### config.mk
export PLATFORM = sky130hd
export DESIGN_NAME = pipe_tx_data_flat
export DESIGN_NICKNAME = d
export VERILOG_FILES = /design/src/rtl/pipe_pkg.sv /design/src/rtl/pipe_tx_data_if.sv /design/src/rtl/pipe_tx_block_tracker.sv /design/src/rtl/pipe_tx_data.sv /design/src/flat_wrapper.sv
export SDC_FILE = /design/constraint.sdc
export NUM_CORES = 1
export LEC_CHECK = 0
export ABC_AREA = 1
export CAP_MARGIN = 20
export CORE_MARGIN = 3
export CORE_UTILIZATION = 42
export DETAILED_ROUTE_END_ITERATION = 10
export PLACE_DENSITY = 0.86
export SYNTH_ARGS = -nofsm -noshare
export SYNTH_HDL_FRONTEND = slang
export SYNTH_SLANG_ARGS = --single-unit
### constraint.sdc
create_clock -name clk -period 3.8 [get_ports clk]
set_input_delay 0.76 -clock clk [delete_from_list [all_inputs] [get_ports clk]]
set_output_delay 0.76 -clock clk [all_outputs]
set_load 0.005 [all_outputs]
### src/rtl/pipe_pkg.sv
// rtl/pipe_pkg.sv - shared GEN encodings, tx state enum and width helpers for the PIPE tx path
package pipe_pkg;

  localparam logic [2:0] GEN_1 = 3'd1;
  localparam logic [2:0] GEN_5 = 3'd5;

  localparam int BLOCK_BITS = 128;

  typedef enum logic [1:0] {
    ST_IDLE  = 2'd0,
    ST_BLOCK = 2'd1,
    ST_STALL = 2'd2
  } tx_state_e;

  // symbols per 128b/130b block
  function automatic int calc_n(input int width);
    return BLOCK_BITS / width;
  endfunction

  // blocks between TxDataValid stall cycles
  function automatic int calc_s(input int width);
    return width / 2;
  endfunction

  function automatic logic [31:0] width_mask(input logic [5:0] width);
    if (width >= 6'd32) return 32'hFFFF_FFFF;
    return (32'h1 << width) - 32'h1;
  endfunction

  // one K bit per byte; a width of 32 wraps the shift to 0 and yields 4'hF
  function automatic logic [3:0] k_mask(input logic [5:0] width);
    return (4'h1 << width[5:3]) - 4'h1;
  endfunction

endpackage

### src/rtl/pipe_tx_data_if.sv
// rtl/pipe_tx_data_if.sv - MAC-side handshake and PIPE Tx signal bundle
interface pipe_tx_data_if;

  logic [2:0]  GEN;
  logic [31:0] MACData;
  logic [3:0]  MACDataK;
  logic        MACDataValid;
  logic [1:0]  MACSyncHeader;
  logic        MACElectricalIdle;
  logic        MACReady;
  logic        BlockUnderrun;
  logic [31:0] TxData;
  logic [3:0]  TxDataK;
  logic        TxDataValid;
  logic        TxStartBlock;
  logic [1:0]  TxSyncHeader;
  logic        TxElecIdle;
  logic [5:0]  PIPEWIDTH;

  modport master (
    output GEN, MACData, MACDataK, MACDataValid, MACSyncHeader, MACElectricalIdle,
    input  MACReady, BlockUnderrun, TxData, TxDataK, TxDataValid, TxStartBlock,
           TxSyncHeader, TxElecIdle, PIPEWIDTH
  );

  modport slave (
    input  GEN, MACData, MACDataK, MACDataValid, MACSyncHeader, MACElectricalIdle,
    output MACReady, BlockUnderrun, TxData, TxDataK, TxDataValid, TxStartBlock,
           TxSyncHeader, TxElecIdle, PIPEWIDTH
  );

endinterface

### src/rtl/pipe_tx_block_tracker.sv
// rtl/pipe_tx_block_tracker.sv - 128b/130b symbol/block counting, stall and underrun generation
module pipe_tx_block_tracker
  import pipe_pkg::*;
#(
  parameter int WIDTH = 8
) (
  input  logic      clk,
  input  logic      reset,
  input  logic      gen5,
  input  logic      accept,
  input  logic      data_valid,
  input  logic      elec_idle,
  input  logic      abort,
  output tx_state_e state,
  output logic      start_of_block,
  output logic      stall,
  output logic      underrun
);

  localparam int N = calc_n(WIDTH);
  localparam int S = calc_s(WIDTH);

  tx_state_e  state_q, state_d;
  logic [4:0] sym_q, sym_d;
  logic [4:0] blk_q, blk_d;
  logic       close;
  logic       clear;
  logic       bubble;
  logic       bubble_q;
  logic       underrun_q;

  assign clear          = !gen5 || elec_idle || abort;
  assign start_of_block = !clear && (state_q == ST_IDLE);
  assign bubble         = !clear && (state_q == ST_BLOCK) && !data_valid;

  always_comb begin
    state_d = state_q;
    sym_d   = sym_q;
    blk_d   = blk_q;
    close   = 1'b0;
    if (clear) begin
      state_d = ST_IDLE;
      sym_d   = '0;
      blk_d   = '0;
    end else begin
      case (state_q)
        ST_IDLE: begin
          if (accept) begin
            if (N == 1) begin
              close = 1'b1;
            end else begin
              sym_d   = 5'd1;
              state_d = ST_BLOCK;
            end
          end
        end
        ST_BLOCK: begin
          if (accept) begin
            if (sym_q == 5'(N - 1)) close = 1'b1;
            else                    sym_d = sym_q + 5'd1;
          end
        end
        ST_STALL: state_d = ST_IDLE;
        default:  state_d = ST_IDLE;
      endcase
      if (close) begin
        sym_d = '0;
        if (blk_q == 5'(S - 1)) begin
          blk_d   = '0;
          state_d = ST_STALL;
        end else begin
          blk_d   = blk_q + 5'd1;
          state_d = ST_IDLE;
        end
      end
    end
  end

  always_ff @(posedge clk or negedge reset) begin
    if (!reset) begin
      state_q    <= ST_IDLE;
      sym_q      <= '0;
      blk_q      <= '0;
      bubble_q   <= 1'b0;
      underrun_q <= 1'b0;
    end else begin
      state_q    <= state_d;
      sym_q      <= sym_d;
      blk_q      <= blk_d;
      bubble_q   <= bubble;
      // a multi-cycle bubble reports once, on its first cycle
      underrun_q <= bubble && !bubble_q;
    end
  end

  assign state    = state_q;
  assign stall    = (state_q == ST_STALL);
  assign underrun = underrun_q;

endmodule

### src/rtl/pipe_tx_data.sv
// rtl/pipe_tx_data.sv - MAC-side PIPE transmit data path for GEN1 8b/10b and GEN5 128b/130b
module pipe_tx_data
  import pipe_pkg::*;
#(
  parameter int GEN1_PIPEWIDTH = 8,
  parameter int GEN5_PIPEWIDTH = 8
) (
  input logic          clk,
  input logic          reset,
  pipe_tx_data_if.slave bus
);

  logic        gen1;
  logic        gen5;
  logic        gen_ok;
  logic [2:0]  gen_q;
  logic        abort;
  logic        accept;
  logic [5:0]  active_width;
  logic [31:0] data_mask;
  logic [3:0]  kflag_mask;
  tx_state_e   state;
  logic        start_of_block;
  logic        stall;
  logic        underrun;

  assign gen1   = (bus.GEN == GEN_1);
  assign gen5   = (bus.GEN == GEN_5);
  assign gen_ok = gen1 || gen5;

  // a GEN change mid-block also withholds MACReady so the abort cycle drops no word
  assign abort = (bus.GEN != gen_q) && (state != ST_IDLE);

  assign bus.MACReady = reset && !stall && !bus.MACElectricalIdle && gen_ok && !abort;
  assign accept       = bus.MACDataValid && bus.MACReady;

  assign active_width = gen1 ? 6'(GEN1_PIPEWIDTH) : (gen5 ? 6'(GEN5_PIPEWIDTH) : 6'd0);
  assign data_mask    = width_mask(active_width);
  assign kflag_mask   = gen1 ? k_mask(6'(GEN1_PIPEWIDTH)) : 4'h0;
  assign bus.PIPEWIDTH = active_width;

  pipe_tx_block_tracker #(
    .WIDTH(GEN5_PIPEWIDTH)
  ) u_tracker (
    .clk           (clk),
    .reset         (reset),
    .gen5          (gen5),
    .accept        (accept),
    .data_valid    (bus.MACDataValid),
    .elec_idle     (bus.MACElectricalIdle),
    .abort         (abort),
    .state         (state),
    .start_of_block(start_of_block),
    .stall         (stall),
    .underrun      (underrun)
  );

  assign bus.BlockUnderrun = underrun;

  always_ff @(posedge clk or negedge reset) begin
    if (!reset) begin
      bus.TxData       <= '0;
      bus.TxDataK      <= '0;
      bus.TxDataValid  <= 1'b0;
      bus.TxStartBlock <= 1'b0;
      bus.TxSyncHeader <= '0;
      bus.TxElecIdle   <= 1'b1;
      gen_q            <= '0;
    end else begin
      bus.TxDataValid  <= accept;
      bus.TxStartBlock <= accept && start_of_block;
      bus.TxSyncHeader <= (accept && start_of_block) ? bus.MACSyncHeader : 2'b00;
      bus.TxElecIdle   <= bus.MACElectricalIdle;
      gen_q            <= bus.GEN;
      // data and K hold their last value through stalls and bubbles
      if (accept) begin
        bus.TxData  <= bus.MACData & data_mask;
        bus.TxDataK <= bus.MACDataK & kflag_mask;
      end
    end
  end

endmodule

### src/flat_wrapper.sv
// flat-port wrapper written by rule: the top's interface ports become plain ports
module pipe_tx_data_flat import pipe_pkg::*;
#(
  parameter int GEN1_PIPEWIDTH = 8,
  parameter int GEN5_PIPEWIDTH = 8
)
  (clk, reset, bus_GEN, bus_MACData, bus_MACDataK, bus_MACDataValid, bus_MACSyncHeader, bus_MACElectricalIdle, bus_MACReady, bus_BlockUnderrun, bus_TxData, bus_TxDataK, bus_TxDataValid, bus_TxStartBlock, bus_TxSyncHeader, bus_TxElecIdle, bus_PIPEWIDTH);
  pipe_tx_data_if bus_i ();
  input logic clk;
  input logic reset;
  input wire logic [$bits(bus_i.GEN)-1:0] bus_GEN;
  input wire logic [$bits(bus_i.MACData)-1:0] bus_MACData;
  input wire logic [$bits(bus_i.MACDataK)-1:0] bus_MACDataK;
  input wire logic [$bits(bus_i.MACDataValid)-1:0] bus_MACDataValid;
  input wire logic [$bits(bus_i.MACSyncHeader)-1:0] bus_MACSyncHeader;
  input wire logic [$bits(bus_i.MACElectricalIdle)-1:0] bus_MACElectricalIdle;
  output wire logic [$bits(bus_i.MACReady)-1:0] bus_MACReady;
  output wire logic [$bits(bus_i.BlockUnderrun)-1:0] bus_BlockUnderrun;
  output wire logic [$bits(bus_i.TxData)-1:0] bus_TxData;
  output wire logic [$bits(bus_i.TxDataK)-1:0] bus_TxDataK;
  output wire logic [$bits(bus_i.TxDataValid)-1:0] bus_TxDataValid;
  output wire logic [$bits(bus_i.TxStartBlock)-1:0] bus_TxStartBlock;
  output wire logic [$bits(bus_i.TxSyncHeader)-1:0] bus_TxSyncHeader;
  output wire logic [$bits(bus_i.TxElecIdle)-1:0] bus_TxElecIdle;
  output wire logic [$bits(bus_i.PIPEWIDTH)-1:0] bus_PIPEWIDTH;
  assign bus_i.GEN = bus_GEN;
  assign bus_i.MACData = bus_MACData;
  assign bus_i.MACDataK = bus_MACDataK;
  assign bus_i.MACDataValid = bus_MACDataValid;
  assign bus_i.MACSyncHeader = bus_MACSyncHeader;
  assign bus_i.MACElectricalIdle = bus_MACElectricalIdle;
  assign bus_MACReady = bus_i.MACReady;
  assign bus_BlockUnderrun = bus_i.BlockUnderrun;
  assign bus_TxData = bus_i.TxData;
  assign bus_TxDataK = bus_i.TxDataK;
  assign bus_TxDataValid = bus_i.TxDataValid;
  assign bus_TxStartBlock = bus_i.TxStartBlock;
  assign bus_TxSyncHeader = bus_i.TxSyncHeader;
  assign bus_TxElecIdle = bus_i.TxElecIdle;
  assign bus_PIPEWIDTH = bus_i.PIPEWIDTH;
  pipe_tx_data #(.GEN1_PIPEWIDTH(GEN1_PIPEWIDTH), .GEN5_PIPEWIDTH(GEN5_PIPEWIDTH)) u_core (.clk(clk), .reset(reset), .bus(bus_i));
endmodule
==> impl_summary.log <==
[metrics] pin count of the biggest net entering global routing: 32
[metrics] number of antenna violations at the first check in global routing: 0
[metrics] DRC violation total after the first TritonRoute iteration: 45
[metrics] TritonCTS Buffers: 5
[metrics] crit end category: output pin
[metrics] commonest non-fill, non-tap cells in the layout: sky130_fd_sc_hd__nand2_1, sky130_fd_sc_hd__clkdlybuf4s50_1, sky130_fd_sc_hd__conb_1
[metrics] setup repair after global routing missed its margin: no
[metrics] initial core utilization: 0.4529
[metrics] WL/cell: 10.89 microns
[metrics] clock period minus worst slack: 3.134 ns
[metrics] kind of launch point of the worst setup path: primary input
[metrics] data arrival at the endpoint of the critical path: approximately 2.4 ns
[metrics] max incr delay on CP: roughly 0.54 ns
[metrics] combined area of all synthesized cells: roughly 1700 sq um
[metrics] final weighted congestion in routability-driven placement: 0.7428
[metrics] drc violations: 0
[metrics] total number of vias: ~1,300
[metrics] clock share of power: 0.370
[metrics] synth unique cells: 31
[metrics] Core Box Area: between 3000 and 4000 sq um
[metrics] portion of the post-synthesis area used by sequential elements: 0.4484
[metrics] number of failing hold endpoints at the final stage: 0
[metrics] Sw Ratio: 0.2272
[metrics] Clk pin slew, worst setup/hold paths: 0.06 ns
[metrics] power per unit of standard cell area: 329.7 nW/um^2
[metrics] cell with the largest stage delay on the worst path: sky130_fd_sc_hd__clkdlybuf4s50_1
[metrics] leading cell type in the layout, fill and taps excluded: sky130_fd_sc_hd__nand2_1
[metrics] IR Drop Worst-Case VDD: around 0.00014 V
[metrics] count of antenna diodes in the layout: 0
[metrics] cell row count: 22
[metrics] detailed-route wire length: about 3200 microns
[metrics] final non-filler cell total: 291
[metrics] number of buffers inserted by port buffering: 34
[metrics] Internal Dissipation: ~0.53 mW
[metrics] latest clock arrival within the worst-skew pair: roughly 0.28 ns
[metrics] I/O pin count: 94
[metrics] overall die area: between 4000 and 5000 sq um
[metrics] first-pass GRT wire length: 5375 microns
[metrics] Antenna Nets Post-Route: 0
[metrics] number of global-route vias before repair: approximately 1,200
[metrics] Layout Area Growth over Synthesis: 20.29%
[metrics] leakage power of the design: about 1.1 nW
[metrics] critical path, cell by cell: clkdlybuf4s50_1 > inv_1 > nand2_1 > nand2_1 > nor2_1 > nand2_1 > nand2_4 > nand2_1 > inv_1 > clkdlybuf4s50_1
[metrics] cell type with the highest occurrence count on the critical path: sky130_fd_sc_hd__nand2_1
[metrics] Bufs on Longest Clock Path: 2
[metrics] vertical extent of the die: 70.24 microns
[metrics] Net count, final: just under 300
[metrics] result of the run: finished clean
[metrics] detail-routed via count per cell: 4.368
[metrics] final worst-path cycle share: 0.8246
[metrics] GRT Overall Usage: 0.1341
[metrics] number of pins with negative max-slew slack in the final report: 0
[metrics] Root Buffer: sky130_fd_sc_hd__clkbuf_8
[metrics] number of setup buffers added after CTS: 0
[metrics] CP Buf/Inv Count: 4
[metrics] Final setup violation count: 0
[metrics] max-cap violation count: 0
[metrics] final setup skew: roughly 0.0075 ns
[metrics] CP Max Fanout: 4
[metrics] Detailed Place HPWL: between 2000 and 3000 microns
[metrics] cell count after placement: ~280
[metrics] total of warnings raised by yosys: 0
[metrics] Worst Setup Path Type: primary input to output pin
[metrics] P_sw: ~0.16 mW
[metrics] CTS tree: done
[metrics] fraction of the core area covered by cells at the end of the flow: 0.5448
[metrics] count of instances resized after the clock tree is built: 0
[metrics] instance count of the mapped netlist: between 200 and 250
[metrics] final instance area: approximately 2100 sq um
[metrics] CTS hold repair buffers: 0
[metrics] total number of H-tree levels: 2
[metrics] sum of overflow across all layers after global routing: 0
[metrics] layout cells sized above 1: 0.1111
[metrics] placed standard-cell area: 1993 sq um
[metrics] first-pass iteration count of the detailed router: 5
[metrics] flip-flop and latch count after synthesis: 31
[metrics] kind of cell adding the most delay to the critical path: buffers and inverters
[metrics] Hold/Removal Path Class: flop to flop
[metrics] CP Data Required Time: around 3.0 ns
[metrics] Avg Synthesized Cell Area: ~8.5 sq um
[metrics] Tot Pwr: roughly 0.69 mW
[metrics] power share of the combinational group: 0.123
[metrics] floorplan die width: ~70 microns
[metrics] Fmax: 0.3191 GHz
[metrics] Clock Sinks: 31
[metrics] power share of the sequential group: 0.507
[metrics] Post-Route Setup TNS: 0 ns
-- power groups by stage --
stage               clock network (mW)  logic, mW  registers [mW]
floorplan                            0     0.0552           0.355
global placement                     0     0.0824           0.353
detailed placement                   0     0.0848           0.354
CTS                              0.266     0.0853           0.348
global route                     0.279     0.0940           0.350
finish                           0.255     0.0845           0.348
-- synth_stat cells, drive strengths merged --
| cell type | count | area share |
|---|---|---|
| nor4 | 1 | 0.0036 |
| o21ai | 13 | 0.042 |
| dfrtp | 30 | 0.43 |
| dfstp | 1 | 0.015 |
| nor2 | 13 | 0.034 |
| inv | 25 | 0.054 |
| o22ai | 1 | 0.0036 |
| xor2 | 3 | 0.015 |
| ha | 3 | 0.022 |
| conb | 1 | 0.0022 |
| buf | 35 | 0.15 |
| nor3 | 5 | 0.024 |
| nand2 | 55 | 0.13 |
| nand4 | 1 | 0.0072 |
| xnor2 | 1 | 0.0051 |
| nand3 | 12 | 0.042 |
| nor3b | 1 | 0.0043 |
| clkinv | 3 | 0.0072 |
-- path summary, 6_finish.rpt --
| kind | slack, ns | cells after the start | endpoint | startpoint |
|---|---|---|---|---|
| setup / recovery | 0.67 | 10 | bus_MACReady | bus_GEN[0] |
| hold / removal | 0.40 | 1 | u_core.u_tracker.underrun | u_core.u_tracker.bubble_q |
| setup reg to reg | 2.07 | 11 | u_core.u_tracker.sym_q[2] | u_core.u_tracker.sym_q[0] |
| hold reg to reg | 0.40 | 1 | u_core.u_tracker.underrun | u_core.u_tracker.bubble_q |
| max in group asynchronous | 2.52 | 2 | u_core.bus.TxElecIdle | reset |
| min in group asynchronous | 0.96 | 2 | u_core.u_tracker.state[0] | reset |
-- registers in the layout (all words and copies together) (netlist names) --
register / cells
u_core.bus.TxData: 8
u_core.u_tracker.blk_q: 5
u_core.u_tracker.sym_q: 5
u_core.gen_q: 3
u_core.bus.TxSyncHeader: 2
u_core.u_tracker.state: 2
u_core.bus.TxDataK: 1
u_core.bus.TxDataValid: 1
u_core.bus.TxElecIdle: 1
u_core.bus.TxStartBlock: 1
u_core.u_tracker.bubble_q: 1
u_core.u_tracker.underrun: 1
-- per-stage QoR --
step | hold WS [ns] | setup WS (ns)
after global placement | 0.3939 | 0.6879
after global routing | 0.4067 | 0.5357
after floorplan | 0.3828 | 1.795
final | 0.3974 | 0.6664
after detailed placement | 0.3918 | 0.6581
after CTS | 0.3998 | 0.6465
-- cells by family (layout without fill, tap and decap cells) --
group,Yosys count,count (layout),share of synthesized area
other cells,1,32,0.002164
flops,31,31,0.4484
buf+inv,63,71,0.2137
compound gates,14,14,0.04549
xor+xnor,4,4,0.02022
simple gates,88,88,0.2484
fa+ha+maj,3,3,0.02166
-- cell type report --
type	instances	area [sq um]
clock buffers	7	86.33
clock inverters	1	5.005
fillers	361	1742
inverters	28	106.4
multi-input cells	141	701.9
flip-flops and latches	31	777.0
well taps	48	60.06
repair buffers	35	347.8
-- layer usage --
| layer | wire, microns | vias up | global-route usage |
|---|---|---|---|
| li1 | - | 644 | - |
| met1 | 1332 | 577 | 0.1703 |
| met2 | 1541 | 45 | 0.2100 |
| met3 | 246 | 5 | 0.04748 |
| met4 | 48 | 0 | 0.04681 |
| met5 | 0 | - | 0 |
(Power assumes the default switching activity.)
==> patch 1: new RTL, same flow settings <==
Encoding of `tx_state_e`: now one-hot (3 bits for 3 states).
--- a/src/rtl/pipe_pkg.sv
+++ b/src/rtl/pipe_pkg.sv
@@ -7,8 +7,8 @@
   localparam int BLOCK_BITS = 128;
 
-  typedef enum logic [1:0] {
-    ST_IDLE  = 2'd0,
-    ST_BLOCK = 2'd1,
-    ST_STALL = 2'd2
+  typedef enum logic [2:0] {
+    ST_IDLE  = 3'b001,
+    ST_BLOCK = 3'b010,
+    ST_STALL = 3'b100
   } tx_state_e;
 
Check against the original RTL: same outputs for any inputs over 10 cycles, from zero or initial values and one cycle with reset low; not proved beyond that.
==> patch 1 against the unedited design <==
  * Setup slack got worse by 0.096 ns
  * Synthesized area up 9.0%
  * Sequential cell count up 1
  * Global-route usage decreased by 0.19 points
  * Final area rose by 6.9%
  * Critical path depth decreased by 2
  * Routed wire length up 3.7%
  * Total power rose by 4.3%
  * Critical endpoint unchanged
  * Largest cell class is now multi-input gates
==> patch 1: results (changes against the unedited design) <==
Synthesis
  • Top post-synthesis cells by count: 38 x nand2_1, 33 x buf_4, 30 x dfrtp_1, 22 x inv_1, 15 x nand3_1 (was 51 x nand2_1, 33 x buf_4, 30 x dfrtp_1, 20 x inv_1)
  • Register area share after synthesis: 42.5% (was 44.8%)
  • Synthesis Warnings: 0 (unchanged)
  • Post-synthesis xor/xnor area fraction: 1.39% (was 2.02%)
  • Mux contribution to synthesized area: 1.19% (was 0%)
  • Post-Synthesis Cells: 207 (was 204)
  • Compound-Gate Fraction of Synth Area: 3.58% (was 4.55%)
  • Post-synthesis adder-cell area fraction: 1.99% (was 2.17%)
  • Top post-synthesis cells by area: dfrtp_1 40%, buf_4 13%, nand2_1 7.5% (was dfrtp_1 43%, buf_4 14%, nand2_1 11%)

Layout
  • Ratio of cells with drive above 1 in the final layout: 16.3% (was 11.1%)
  • Final std cells w/o fill: 295 (was 291)

Route
  • Drt pass-1 iters: 4 (was 5)
  • Vias/cell: 4.46 (was 4.37)
  • DRT iter0 DRCs: 47 (was 45)
  • WL per Instance: 11.1 um (was 10.9 um)

Power
  • Peak supply drop: 109 uV (was 143 uV)
  • Leak: 0.00111 uW (was 0.00106 uW)

Critical path
  • Flop2flop setup slack: 1.98 ns (was 2.07 ns)
  • CP Max Fanout: 11 (was 4)
  • Slowest stage delay, CP: 0.49 ns (was 0.54 ns)
  • Critical Path AT: 2.47 ns (was 2.37 ns)
  • FF-to-FF End: u_core.u_tracker.blk_q[1] (was u_core.u_tracker.sym_q[2])

Placed design
  • GPL Wtd Cong: 0.828 (was 0.743)
  • Post-detail-place hpwl: 2570 um (was 2500 um)
  • Setup WS pre-CTS: 0.549 ns (was 0.658 ns)
  • Post-Place Cells: 287 (was 283)
  • Placed inst area: 2140 um2 (was 1990 um2)

Clocking
  • Worst-Skew Late Latency: 0.28 ns (about the same)
  • Clock root buffer: clkbuf_8 (unchanged)
  • CTS resizes: 0 (unchanged)

STA
  • Slew Viols, Final: 0 (unchanged)
  • Final worst-path cycle share: 85.0% (was 82.5%)
  • Skew final: 0.00220 ns (was 0.00753 ns)

Outcome
  • Outcome: finished clean (unchanged)

Global routing
  • Tot GR Track Use: 13.2% (was 13.4%)
  • Initial antenna violation count: 0 (unchanged)
  • Largest net degree at the start of global routing: 33 (was 32)
  • First-pass GRT wire length: 5390 um (was 5380 um)
  • Vias in the first global route: 1220 (was 1199)
patch 1: worst max-delay path, delay by kind of cell:
family,cells,cell delay [ns]
buffers and inverters,4,1.11
AND/OR/NAND/NOR,4,0.59
patch 1: report_power, final:
group / total, uW / switching (uW) / internal, uW
registers: 359 / 6.18 / 353
logic: 89.3 / 44.8 / 44.5
clock network: 268 / 120 / 148
patch 1: worst min path at each step:
| stage | cells past startpoint | slack (ns) | to | startpoint |
|---|---|---|---|---|
| finish | 1 | 0.41 | u_core.u_tracker.underrun | u_core.u_tracker.bubble_q |
| detailed placement | 1 | 0.40 | u_core.u_tracker.underrun | u_core.u_tracker.bubble_q |
| global route | 1 | 0.45 | u_core.u_tracker.underrun | u_core.u_tracker.bubble_q |
| floorplan | 1 | 0.39 | u_core.u_tracker.underrun | u_core.u_tracker.bubble_q |
| CTS | 1 | 0.41 | u_core.u_tracker.underrun | u_core.u_tracker.bubble_q |
| global placement | 1 | 0.39 | u_core.u_tracker.underrun | u_core.u_tracker.bubble_q |
patch 1: layout make-up:
cell class                 instances  area [um2]
inverter                          30         115
sequential                        32         803
tap                               50        62.6
fill                             411        1940
timing repair buffer              35         348
multi-input combinational        140         810
clock buffer                       8        90.1
patch 1: kinds of logic after synthesis:
kind of cell | after synthesis
and+or+nand+nor | 89
buffers and inverters | 66
DFF | 32
AOI/OAI and AO/OA | 12
adders and majority gates | 3
xor gates and xnor gates | 3
other | 1
muxes | 1
patch 1: layer usage:
layer	track usage (%)	vias up	part of all wire (%)
met4	4.92	0	1.4
met3	4.96	5	8.5
met5	0	-	0
li1	-	656	-
met2	23.4	41	52
met1	14.1	613	38
==> patch 2: new RTL, config.mk and constraints unchanged <==
Made on the original files. `GEN1_PIPEWIDTH` is set to 8 in 2 places; all go to 4.
--- a/src/rtl/pipe_tx_data.sv
+++ b/src/rtl/pipe_tx_data.sv
@@ -3,5 +3,5 @@
   import pipe_pkg::*;
 #(
-  parameter int GEN1_PIPEWIDTH = 8,
+  parameter int GEN1_PIPEWIDTH = 4,
   parameter int GEN5_PIPEWIDTH = 8
 ) (
--- a/src/flat_wrapper.sv
+++ b/src/flat_wrapper.sv
@@ -2,5 +2,5 @@
 module pipe_tx_data_flat import pipe_pkg::*;
 #(
-  parameter int GEN1_PIPEWIDTH = 8,
+  parameter int GEN1_PIPEWIDTH = 4,
   parameter int GEN5_PIPEWIDTH = 8
 )
Behaviour: not the same (a bounded check fails within 4 cycles, from zero or initial values and one cycle with reset low).
==> patch 2 against the unedited design <==
  * Critical endpoint unchanged
  * Sequential cell count increased by 23
  * Setup slack got worse by 0.092 ns
  * Final cell count increased by 36%
  * Maximum frequency decreased by 2.9%
  * Global-route usage increased by 1.4 points
  * Sequential share of layout area increased by 7.0 points
  * Routed wire length increased by 42%
  * Combinational power increased by 16%
  * Final area increased by 47%
  * Critical path type unchanged
  * Sequential power increased by 72%
  * Count of clock-buffer cells in the layout decreased by 1
  * Total power increased by 46%
  * Synthesized area increased by 35%
==> patch 2: results (changes against the unedited design) <==
Outcome
  • Outcome: finished clean (unchanged)

Critical path
  • Flop2flop setup slack: 1.84 ns (was 2.07 ns)
  • Worst R2R Start: u_core.u_tracker.state[1] (was u_core.u_tracker.sym_q[0])
  • FF-to-FF End: u_core.u_tracker.sym_q[3] (was u_core.u_tracker.sym_q[2])
  • R2R cell count: 8 (was 11)
  • Critical Path AT: 2.47 ns (was 2.37 ns)
  • Slowest stage delay, CP: 0.51 ns (was 0.54 ns)
  • CP Max Fanout: 6 (was 4)
  • CP top delay family: buffers and inverters (unchanged)

Clocking
  • Worst-Skew Late Latency: 0.30 ns (was 0.28 ns)
  • Post-CTS setup buffers: 0 (unchanged)
  • Worst-path clk slew: 0.09 ns (was 0.06 ns)
  • CTS Buf Count: 5 (unchanged)
  • CTS max path bufs: 2 (unchanged)

Min path
  • Hold endpoint: u_core.u_tracker.underrun (unchanged)
  • HP Start: u_core.u_tracker.bubble_q (unchanged)
  • Hold crit path type: reg2reg (unchanged)
  • Hold path depth: 1 (unchanged)

Route
  • Drt pass-1 iters: 4 (was 5)
  • WL per Instance: 11.4 um (was 10.9 um)
  • Vias/cell: 4.39 (was 4.37)
  • DRT iter0 DRCs: 97 (was 45)

Layout
  • Net count, final: 374 (was 290)
  • Final Util: 58.3% (was 54.5%)
  • Fillers: 451 (was 361)
  • Largest registers: u_core.bus.TxData (32), u_core.u_tracker.blk_q (5), u_core.u_tracker.sym_q (5) (was u_core.bus.TxData (8), u_core.u_tracker.blk_q (5), u_core.u_tracker.sym_q (5))
  • Ratio of cells with drive above 1 in the final layout: 6.13% (was 11.1%)

Placed design
  • GPL Wtd Cong: 0.835 (was 0.743)
  • Post-detail-place hpwl: 3410 um (was 2500 um)
  • Placed inst area: 2970 um2 (was 1990 um2)
  • # port buffers: 62 (was 34)

Power
  • Peak supply drop: 138 uV (was 143 uV)
  • Leak: 0.00162 uW (was 0.00106 uW)
  • Switching power: 227 uW (was 156 uW)

Global routing
  • First-pass GRT wire length: 7440 um (was 5380 um)
  • Vias in the first global route: 1672 (was 1199)
  • Tot GR Track Use: 14.8% (was 13.4%)
  • Largest net degree at the start of global routing: 55 (was 32)

Synthesis
  • Register area share after synthesis: 58.0% (was 44.8%)
  • Top post-synthesis cells by area: dfrtp_1 57%, nand2_1 12%, inv_1 6.8% (was dfrtp_1 43%, buf_4 14%, nand2_1 11%)
  • Yosys cell types: 27 (was 31)
  • Top post-synthesis cells by count: 77 x nand2_1, 53 x dfrtp_1, 42 x inv_1, 19 x nor2_1, 13 x o21ai_1 (was 51 x nand2_1, 33 x buf_4, 30 x dfrtp_1, 20 x inv_1)
  • Synthesis Warnings: 0 (unchanged)

STA
  • WHS: 0.413 ns (was 0.397 ns)
  • Skew final: 0.00590 ns (was 0.00753 ns)
patch 2: cell families (layout without fill, tap and decap cells):
family / Yosys count / count (layout) / synth area share (%)
other cells: 2 / 10 / 0.322
compound gates: 19 / 19 / 4.08
buf+inv: 59 / 117 / 12.0
mux: 1 / 1 / 0.429
fa+ha+maj: 4 / 4 / 2.15
xor+xnor: 3 / 3 / 1.13
simple gates: 118 / 118 / 21.8
flops: 54 / 54 / 58.0
patch 2: power by group through the flow:
stage / Clock [uW] / Sequential (uW) / Combinational, uW
final: 305 / 597 / 98.1
after CTS: 321 / 598 / 99.8
after global routing: 348 / 599 / 110
after detailed placement: 0 / 609 / 99.5
after floorplan: 0 / 609 / 35.6
after global placement: 0 / 608 / 97.9
patch 2: how the worst max path moves through the flow:
| stage | to | cells after the start | startpoint |
|---|---|---|---|
| floorplan | bus_MACReady | 6 | bus_GEN[0] |
| global placement | bus_MACReady | 8 | bus_GEN[0] |
| detailed placement | bus_MACReady | 8 | bus_GEN[0] |
| CTS | bus_MACReady | 8 | bus_GEN[0] |
| global route | bus_MACReady | 8 | bus_GEN[0] |
| finish | bus_MACReady | 8 | bus_GEN[0] |
patch 2: per-stage QoR:
step                cells  total power [uW]  setup WS (ns)
finish                396              1000          0.574
global route          396              1060          0.454
CTS                   396              1020          0.553
detailed placement    388               709          0.568
global placement      388               706          0.571
floorplan             268               645           1.74
patch 2: final cells by class:
cell class	instances	share of cell area [%]
tap	70	2.87
inverter	45	5.53
clock buffer	6	2.38
sequential	54	44.3
clock inverter	2	0.451
timing repair buffer	64	20.6
multi-input combinational	155	23.8
patch 2: metal layers:
metal  part of all wire (%)  wire length, um  GRT usage [%]
met4                   0.64               29           3.55
met3                    4.5              202           3.92
met2                     52             2340           26.1
met5                      0                0              0
met1                     43             1950           17.8
